$ cat config.mk
export PLATFORM = sky130hd
export DESIGN_NAME = miner_work_ctrl
export DESIGN_NICKNAME = d
export VERILOG_FILES = /design/src/rtl/miner_work_ctrl.sv
export SDC_FILE = /design/constraint.sdc
export NUM_CORES = 2
export LEC_CHECK = 0
export BUFFER_PORTS_ARGS = -buffer_cell sky130_fd_sc_hd__buf_2
export CELL_PAD_IN_SITES_DETAIL_PLACEMENT = 0
export CELL_PAD_IN_SITES_GLOBAL_PLACEMENT = 1
export CORE_AREA = 2 2 730 732
export DETAILED_ROUTE_END_ITERATION = 7
export DIE_AREA = 0 0 732 734
export GPL_TIMING_DRIVEN = 1
export MAX_ROUTING_LAYER = met4
export PLACE_DENSITY = 0.4
export SYNTH_ARGS = -nofsm -noshare
export SYNTH_HDL_FRONTEND = slang
export SYNTH_SLANG_ARGS = --single-unit
export TNS_END_PERCENT = 10
$ cat constraint.sdc
create_clock -name clk -period 2.77 [get_ports clk]
set_input_delay 0 -clock clk [delete_from_list [all_inputs] [get_ports clk]]
set_output_delay 0 -clock clk [all_outputs]
set_load 0.02 [all_outputs]
$ cat src/rtl/miner_work_ctrl.sv
// miner_work_ctrl: paces nonces into the odo_keccak pipeline, tags returned verdicts and queues hits.
// Define MINER_WORK_CTRL_STATS_EN to add the saturating hash_count/hit_count outputs.
module miner_work_ctrl #(
    parameter int THROUGHPUT   = 8,
    parameter int MAX_INFLIGHT = 64,
    parameter int FIFO_DEPTH   = 4
) (
    input  logic         clk,
    input  logic         rst_n,
    input  logic         job_valid,
    output logic         job_ready,
    input  logic [607:0] job_header,
    input  logic [255:0] job_target,
    input  logic [31:0]  job_nonce_first,
    input  logic [31:0]  job_nonce_last,
    output logic [607:0] hdr,
    output logic [255:0] tgt,
    output logic         issue,
    output logic [31:0]  issue_nonce,
    input  logic         res_valid,
    input  logic         res_hit,
    output logic         found_valid,
    output logic [31:0]  found_nonce,
    input  logic         found_ready,
    output logic         busy,
    output logic         done,
    output logic         overflow
`ifdef MINER_WORK_CTRL_STATS_EN
    ,
    output logic [47:0]  hash_count,
    output logic [31:0]  hit_count
`endif
);
    localparam int IW = $clog2(MAX_INFLIGHT + 1);
    localparam int PW = $clog2(THROUGHPUT + 1);
    localparam int AW = $clog2(FIFO_DEPTH);
    localparam int CW = AW + 1;
    typedef enum logic [1:0] {IDLE, RUN, DRAIN, FLUSH} state_t;
    state_t state_q, state_d;
    logic [PW-1:0] pace_q, pace_d;
    logic [IW-1:0] inflight_q, inflight_d;
    logic [31:0] next_q, next_d, last_q, last_d, ret_q, ret_d;
    logic [31:0] p_first_q, p_first_d, p_last_q, p_last_d;
    logic [607:0] hdr_q, hdr_d, p_hdr_q, p_hdr_d;
    logic [255:0] tgt_q, tgt_d, p_tgt_q, p_tgt_d;
    logic ovf_q, ovf_d;
    logic [31:0] mem_q [FIFO_DEPTH];
    logic [31:0] mem_d [FIFO_DEPTH];
    logic [AW-1:0] wr_q, wr_d, rd_q, rd_d;
    logic [CW-1:0] cnt_q, cnt_d;
    logic accept, load, counted, push, drop, pop, pace_end, from_pend;
    always_comb begin
        state_d    = state_q;
        pace_d     = pace_q;
        next_d     = next_q;
        last_d     = last_q;
        hdr_d      = hdr_q;
        tgt_d      = tgt_q;
        p_hdr_d    = p_hdr_q;
        p_tgt_d    = p_tgt_q;
        p_first_d  = p_first_q;
        p_last_d   = p_last_q;
        mem_d      = mem_q;
        load       = 1'b0;
        from_pend  = state_q == FLUSH;
        pace_end   = pace_q == PW'(THROUGHPUT - 1);
        job_ready  = state_q != FLUSH;
        accept     = job_valid && job_ready;
        issue      = state_q == RUN && pace_end && inflight_q < IW'(MAX_INFLIGHT);
        done       = state_q == DRAIN && inflight_q == '0;
        counted    = res_valid && state_q != FLUSH;
        pop        = found_ready && found_valid;
        push       = counted && res_hit && (cnt_q != CW'(FIFO_DEPTH) || pop);
        drop       = counted && res_hit && !push;
        inflight_d = inflight_q + IW'(issue) - IW'(res_valid);
        ret_d      = counted ? ret_q + 32'd1 : ret_q;
        ovf_d      = ovf_q || drop;
        if (push) mem_d[wr_q] = ret_q;
        wr_d       = wr_q + AW'(push);
        rd_d       = rd_q + AW'(pop);
        cnt_d      = cnt_q + CW'(push) - CW'(pop);
        case (state_q)
            IDLE:  load = accept;
            RUN: begin
                pace_d  = pace_end ? (issue ? '0 : pace_q) : pace_q + PW'(1);
                next_d  = issue ? next_q + 32'd1 : next_q;
                state_d = accept ? FLUSH : (issue && next_q == last_q) ? DRAIN : RUN;
            end
            DRAIN: begin
                state_d = done ? IDLE : accept ? FLUSH : DRAIN;
                load    = done && accept;
            end
            FLUSH: load = inflight_q == '0;
            default: ;
        endcase
        // An aborting job waits here until every old verdict has come back.
        if (accept && !load) begin
            p_hdr_d   = job_header;
            p_tgt_d   = job_target;
            p_first_d = job_nonce_first;
            p_last_d  = job_nonce_last;
        end
        if (load) begin
            state_d = RUN;
            pace_d  = '0;
            hdr_d   = from_pend ? p_hdr_q : job_header;
            tgt_d   = from_pend ? p_tgt_q : job_target;
            next_d  = from_pend ? p_first_q : job_nonce_first;
            last_d  = from_pend ? p_last_q : job_nonce_last;
            ret_d   = next_d;
        end
        if (accept || load) ovf_d = 1'b0;
    end
    always_ff @(posedge clk or negedge rst_n) begin
        if (!rst_n) begin
            state_q    <= IDLE;
            pace_q     <= '0;
            inflight_q <= '0;
            next_q     <= '0;
            last_q     <= '0;
            ret_q      <= '0;
            p_first_q  <= '0;
            p_last_q   <= '0;
            hdr_q      <= '0;
            tgt_q      <= '0;
            p_hdr_q    <= '0;
            p_tgt_q    <= '0;
            ovf_q      <= 1'b0;
            mem_q      <= '{default: '0};
            wr_q       <= '0;
            rd_q       <= '0;
            cnt_q      <= '0;
        end else begin
            state_q    <= state_d;
            pace_q     <= pace_d;
            inflight_q <= inflight_d;
            next_q     <= next_d;
            last_q     <= last_d;
            ret_q      <= ret_d;
            p_first_q  <= p_first_d;
            p_last_q   <= p_last_d;
            hdr_q      <= hdr_d;
            tgt_q      <= tgt_d;
            p_hdr_q    <= p_hdr_d;
            p_tgt_q    <= p_tgt_d;
            ovf_q      <= ovf_d;
            mem_q      <= mem_d;
            wr_q       <= wr_d;
            rd_q       <= rd_d;
            cnt_q      <= cnt_d;
        end
    end
    assign hdr         = hdr_q;
    assign tgt         = tgt_q;
    assign issue_nonce = next_q;
    assign found_valid = cnt_q != '0;
    assign found_nonce = mem_q[rd_q];
    assign busy        = state_q != IDLE;
    assign overflow    = ovf_q;
`ifdef MINER_WORK_CTRL_STATS_EN
    logic [47:0] hash_count_q, hash_count_d;
    logic [31:0] hit_count_q, hit_count_d;
    always_comb begin
        hash_count_d = (counted && !(&hash_count_q)) ? hash_count_q + 48'd1 : hash_count_q;
        hit_count_d  = ((push || drop) && !(&hit_count_q)) ? hit_count_q + 32'd1 : hit_count_q;
    end
    always_ff @(posedge clk or negedge rst_n) begin
        if (!rst_n) begin
            hash_count_q <= '0;
            hit_count_q  <= '0;
        end else begin
            hash_count_q <= hash_count_d;
            hit_count_q  <= hit_count_d;
        end
    end
    assign hash_count = hash_count_q;
    assign hit_count  = hit_count_q;
`endif
endmodule
Word-level counts from Yosys, hierarchy flattened:

Cells that the tools add are included.

* input bits: 934
* output and inout bits: 934
* bits in registers: 2037
* logic and storage cells: 98

* bitwise logic cells: 2
* multiplexer cells: 27
* add/sub/neg operators: 9
* equality and inequality tests: 8
* reductions and logical operators: 28
* order comparisons: 4

Operator list (number)
* $mux W608: 1
* $mux W32: 10
* $mux W256: 1
* $bwmux W128: 1
* $add A32 B1 Y32 const B: 2
* $bmux W32 S2: 1
* $demux W32 S2: 1
* $eq A32 B32 Y1: 1
* $mux W4: 4
* $logic_and A1 B1 Y1: 13
* $mux W2: 4
* $reduce_bool A2 Y1: 4
* $add A7 B1 Y7: 1
* $logic_not A7 Y1: 1
* $lt A7 B7 Y1 const B: 1
* $sub A7 B1 Y7: 1
* $ge A3 B3 Y1 const B: 2
* $ne A3 B3 Y1 const B: 2
* $not A2 Y3: 2
* $reduce_bool A3 Y1: 2
* $add A2 B1 Y2: 2
* $add A4 B1 Y4 const B: 1
* $eq A2 B2 Y1 const B: 2
* $eq A4 B3 Y1 const B: 1
* other kinds (12): 17

Logic depth before layout (Yosys ltp):

* word-level depth: 8
* gate-level depth with buffers: 12
* mapped depth without buffers: 11

Least setup slack after synthesis:

No wires, ideal clock.

* path kind: reg-to-reg
* start: reg pace_q[0]
* end: reg inflight_q[6]
* stages on the path, launching flop included: 13
* required time: 2645 ps
* slack: 116 ps
* buffers on the path: 1
* library setup time: 125 ps
* data arrival time: 2530 ps
* path through: dfrtp_1 > ha_1 > nand3b_1 > or3_1 > clkbuf_1 > inv_2 > ha_1 > fa_1 > a21oi_1 > o21bai_1 > a21oi_1 > o21bai_1 > xnor2_1

* word-level cells in the longest chain between the ends: 5

Ends and longest elaborated chain
* start: declaration: line 40 `logic [PW-1:0] pace_q, pace_d;`
* start signal: assignment: line 135 `pace_q <= pace_d;`
* $eq A4 B3 Y1: line 66 `pace_end = pace_q == PW'(THROUGHPUT - 1);`
* $logic_and A1 B1 Y1 (2 in a row): line 69 `issue = state_q == RUN && pace_end && inflight_q < IW'(MAX_INFLIGHT);`
* named net issue: line 18 `output logic issue,`
* $add A7 B1 Y7: line 75 `inflight_d = inflight_q + IW'(issue) - IW'(res_valid);`
* $sub A7 B1 Y7: line 75
* named net inflight_d[6]: line 41 `logic [IW-1:0] inflight_q, inflight_d;`
* end signal: assignment: line 136 `inflight_q <= inflight_d;`
* end: declaration: line 41

The timed path passes the listed nets, and every way through them passes these cells.
A chain may end at the register's enable or synchronous reset.

Worst setup path in the final report:

* start: reg inflight_q[4]
* end: reg p_hdr_q[417]

* word-level cells in the longest chain between the ends: 6

Ends and longest elaborated chain
* $logic_not A7 Y1 *: line 70, 93
* $logic_and A1 B1 Y1: line 70 `done = state_q == DRAIN && inflight_q == '0;`
* $logic_and A1 B1 Y1: line 91 `load = done && accept;`
* $pmux W1 S3 *: line 82 `case (state_q)`
* $logic_not A1 Y1 *: line 97 `if (accept && !load) begin`
* $logic_and A1 B1 Y1 *: line 97
* end signal: assignment: line 144 `p_hdr_q <= p_hdr_d;`
* end: declaration: line 44 `logic [607:0] hdr_q, hdr_d, p_hdr_q, p_hdr_d;`

Every way passes the cells marked *; elsewhere a longest branch is shown, timed or not.

==> reports/metrics.cfg <==
[grt]
grtUsageTotal_pct=16.51
busiest_layer=met2
gr-usage-met2_pct=28.45
grt-ovfl-total=0
antenna_found_initial=202
grt_use_met3_pct=4.733
use_met1_pct=18.33
grt_pass1_wl_um=627400
grt_max_degree=143
grt_pass1_vias=79920

[yosys]
ys_types=64
synth-async-reset-ratio_pct=100.0
synth_top_area_share_pct=56.60
yosys_most_used_dff=dfrtp_1
yosys-top-cells-area=dfrtp_1 57%, mux2_4 15%, nand2_1 7.9%, a31oi_1 6.3%, nor2_1 3.8%
ys_seq_area_share_pct=56.60
syn_avg_cell_area_um2=11.54
yosysWarnings=0
synth_top_cell_by_area=dfrtp_1
netlist_instances=7802
syn-cell-area_um2=90070
syn-num-nets=8754
synth_edf_count=0
synth-seq-cells=2037

[power]
cellPowerDensity_nw_per_um2=1214
p_leak_nw=64.72
vdd_drop_max_v=0.0005003

[critical_path]
worstSetupPathType=reg -> reg
end_kind=flop
cp-start-kind=flop
critPathRequiredTime_ps=3530
cp_max_fo=13
crit_arrival_ps=3620
reg2reg_depth=11

[clock_network]
clk_pin_slew_ps=70
cts_max_level=5
cts_root_buf=clkbuf_16
cts_buffers=276
clockBufferDepth=4
clock-sinks=2037
tritoncts=done
clock_latency_ps=950

[outcome]
violations=setup timing
status=complete, but fails checks

[sta]
max-slew-margin-rel_pct=30.18
final_hold_viol_count=0
worst-slew-pin-transition_ps=1047
setup_ws_ps=-88.99
finalCritPeriodShare_pct=103.2
hold_ws_ps=48.90
setup_viol=323
rsz0062_at_grt=true
skew_ps=88.65
max_clock_freq_ghz=0.3498
final-max-slew-violation-count=0
fin_crit_ps=2859

[finish]
ff_latch_area_um2=50980
multiInputGateArea_um2=35030
fin_cells=19100
fin_nets=12700
area_growth_pct=55.07
drive_gt1_share_pct=32.82
fill_cells=56210
layout_common_cells=2036 x dfrtp_1, 1898 x nand2_1, 1865 x buf_2, 1842 x dlygate4sd3_1, 912 x nor2_1
final_common_cell=dfrtp_1

[run]
maxCapViolations=0

[detailed_routing]
vias_per_cell=3.990
wirelength_um=451800
dr.pass1.iters=6
drtAntennaViolNets=0
drtIter0Drc=3781
routedWlPerCell_um=23.66
vias=76200
drc=0

[placement]
port_buffers=1867
dp.cells=16540
dp_hpwl_um=337400
place.gp.congestion=0.8692

[floorplanning]
ios=1868
die_h_um=734
fp-row-count=268
initial_core_util_pct=16.99
coreArea_um2=530100
dieArea_um2=537300
die_x_um=732

[worst_hold_path]
min_path_cells=3
hp-class=in -> reg

==> cell families after synthesis <==
logic type / synth area share (%)
compound gates: 6.995
xor+xnor: 0.7293
fa+ha+maj: 0.2667
buf+inv: 4.576
flops: 56.60
mux: 17.87
simple gates: 12.97
==> per-layer routing <==
| layer | up-vias | part of all wire (%) |
|---|---|---|
| met5 | - | 0 |
| met4 | 0 | 3.9 |
| met3 | 699 | 6.9 |
| met2 | 2193 | 50 |
| met1 | 38470 | 39 |
| li1 | 34850 | - |
==> report_power, final <==
group / internal, W / leakage [nW] / switching, W
Clock: 0.0219 / 4.54 / 0.0151
Sequential: 0.0451 / 24.2 / 0.0107
Combinational: 0.0331 / 36.0 / 0.0436
==> cell type report <==
| type | instances | share of cell area [%] |
|---|---|---|
| antenna | 111 | 0.1989 |
| multi-input combinational | 5178 | 25.09 |
| clock inverter | 84 | 0.8358 |
| inverter | 25 | 0.07884 |
| clock buffer | 409 | 5.792 |
| sequential | 2037 | 36.50 |
| timing repair buffer | 4234 | 25.22 |
| tap | 7020 | 6.289 |
==> Yosys cell counts, drive strengths merged, types with 8 or more instances <==
cell type and count:
nor4 15, xor2 23, nand2 1898, mux2 1057
clkbuf 234, inv 25, dfrtp 2037, mux2i 9
and4 8, a21oi 21, a21boi 20, buf 328
nor2 913, ha 16, nand3 43, nor3 20
and3 19, mux4 32, nand4 30, or3 8
o21ai 17, a31oi 907, xnor2 52
==> repair_timing <==
item | CTS | global route
gates cloned | 10 | 29
hold buffers | 1843 | 0
endpoints found under the hold margin | 3927 | 0
pin swaps | 1 | 4
endpoints found under the setup margin | 844 | 1618
resized for setup | 83 | 60
setup buffers | 33 | 41
==> sequential cells by signal (all words and copies together), names as in the netlist, 4 cells and up <==
name         flops
issue_nonce     32
mem_q          128
last_q          32
p_tgt_q        256
inflight_q       7
hdr            608
p_last_q        32
tgt            256
ret_q           32
p_first_q       32
p_hdr_q        608
pace_q           4
==> metrics by stage <==
step / util (%) / instance area [µm²] / TNS, ps / setup WS (ps) / total power, W
floorplan: - / 90070 / 0 / 115.7 / 0.09758
global placement: 20.61 / 109300 / -170690 / -262.4 / 0.1281
detailed placement: 20.61 / 109300 / -108530 / -193.1 / 0.1289
CTS: 26.05 / 138100 / -39170 / -178.5 / 0.1706
global route: 26.34 / 139600 / -88640 / -137.3 / 0.1803
finish: 26.34 / 139700 / -7652 / -88.99 / 0.1695
==> path summary, 6_finish.rpt <==
| path | from | endpoint | slack, ps |
|---|---|---|---|
| max | inflight_q[4]$_DFF_PN0_ | p_hdr_q[417]$_DFFE_PN0P_ | -90 |
| min | job_header[240] | p_hdr_q[240]$_DFFE_PN0P_ | 50 |
| max reg2reg | inflight_q[4]$_DFF_PN0_ | p_hdr_q[417]$_DFFE_PN0P_ | -90 |
| min reg2reg | p_first_q[23]$_DFFE_PN0P_ | p_first_q[23]$_DFFE_PN0P_ | 490 |
| max in group asynchronous | rst_n | p_hdr_q[535]$_DFFE_PN0P_ | 1050 |
| min in group asynchronous | rst_n | p_hdr_q[73]$_DFFE_PN0P_ | 300 |
==> worst max-delay path, cell delays in order, from the launching register on <==
cell	delay (ps)
dfrtp_1	390
inv_2	90
ha_4	120
or4b_4	460
or2_4	250
nor2b_4	140
o21ai_4	170
buf_12	180
buf_16	200
buf_4	190
buf_16	140
mux2_4	290
No activity file was read; power rests on OpenSTA's default activity.
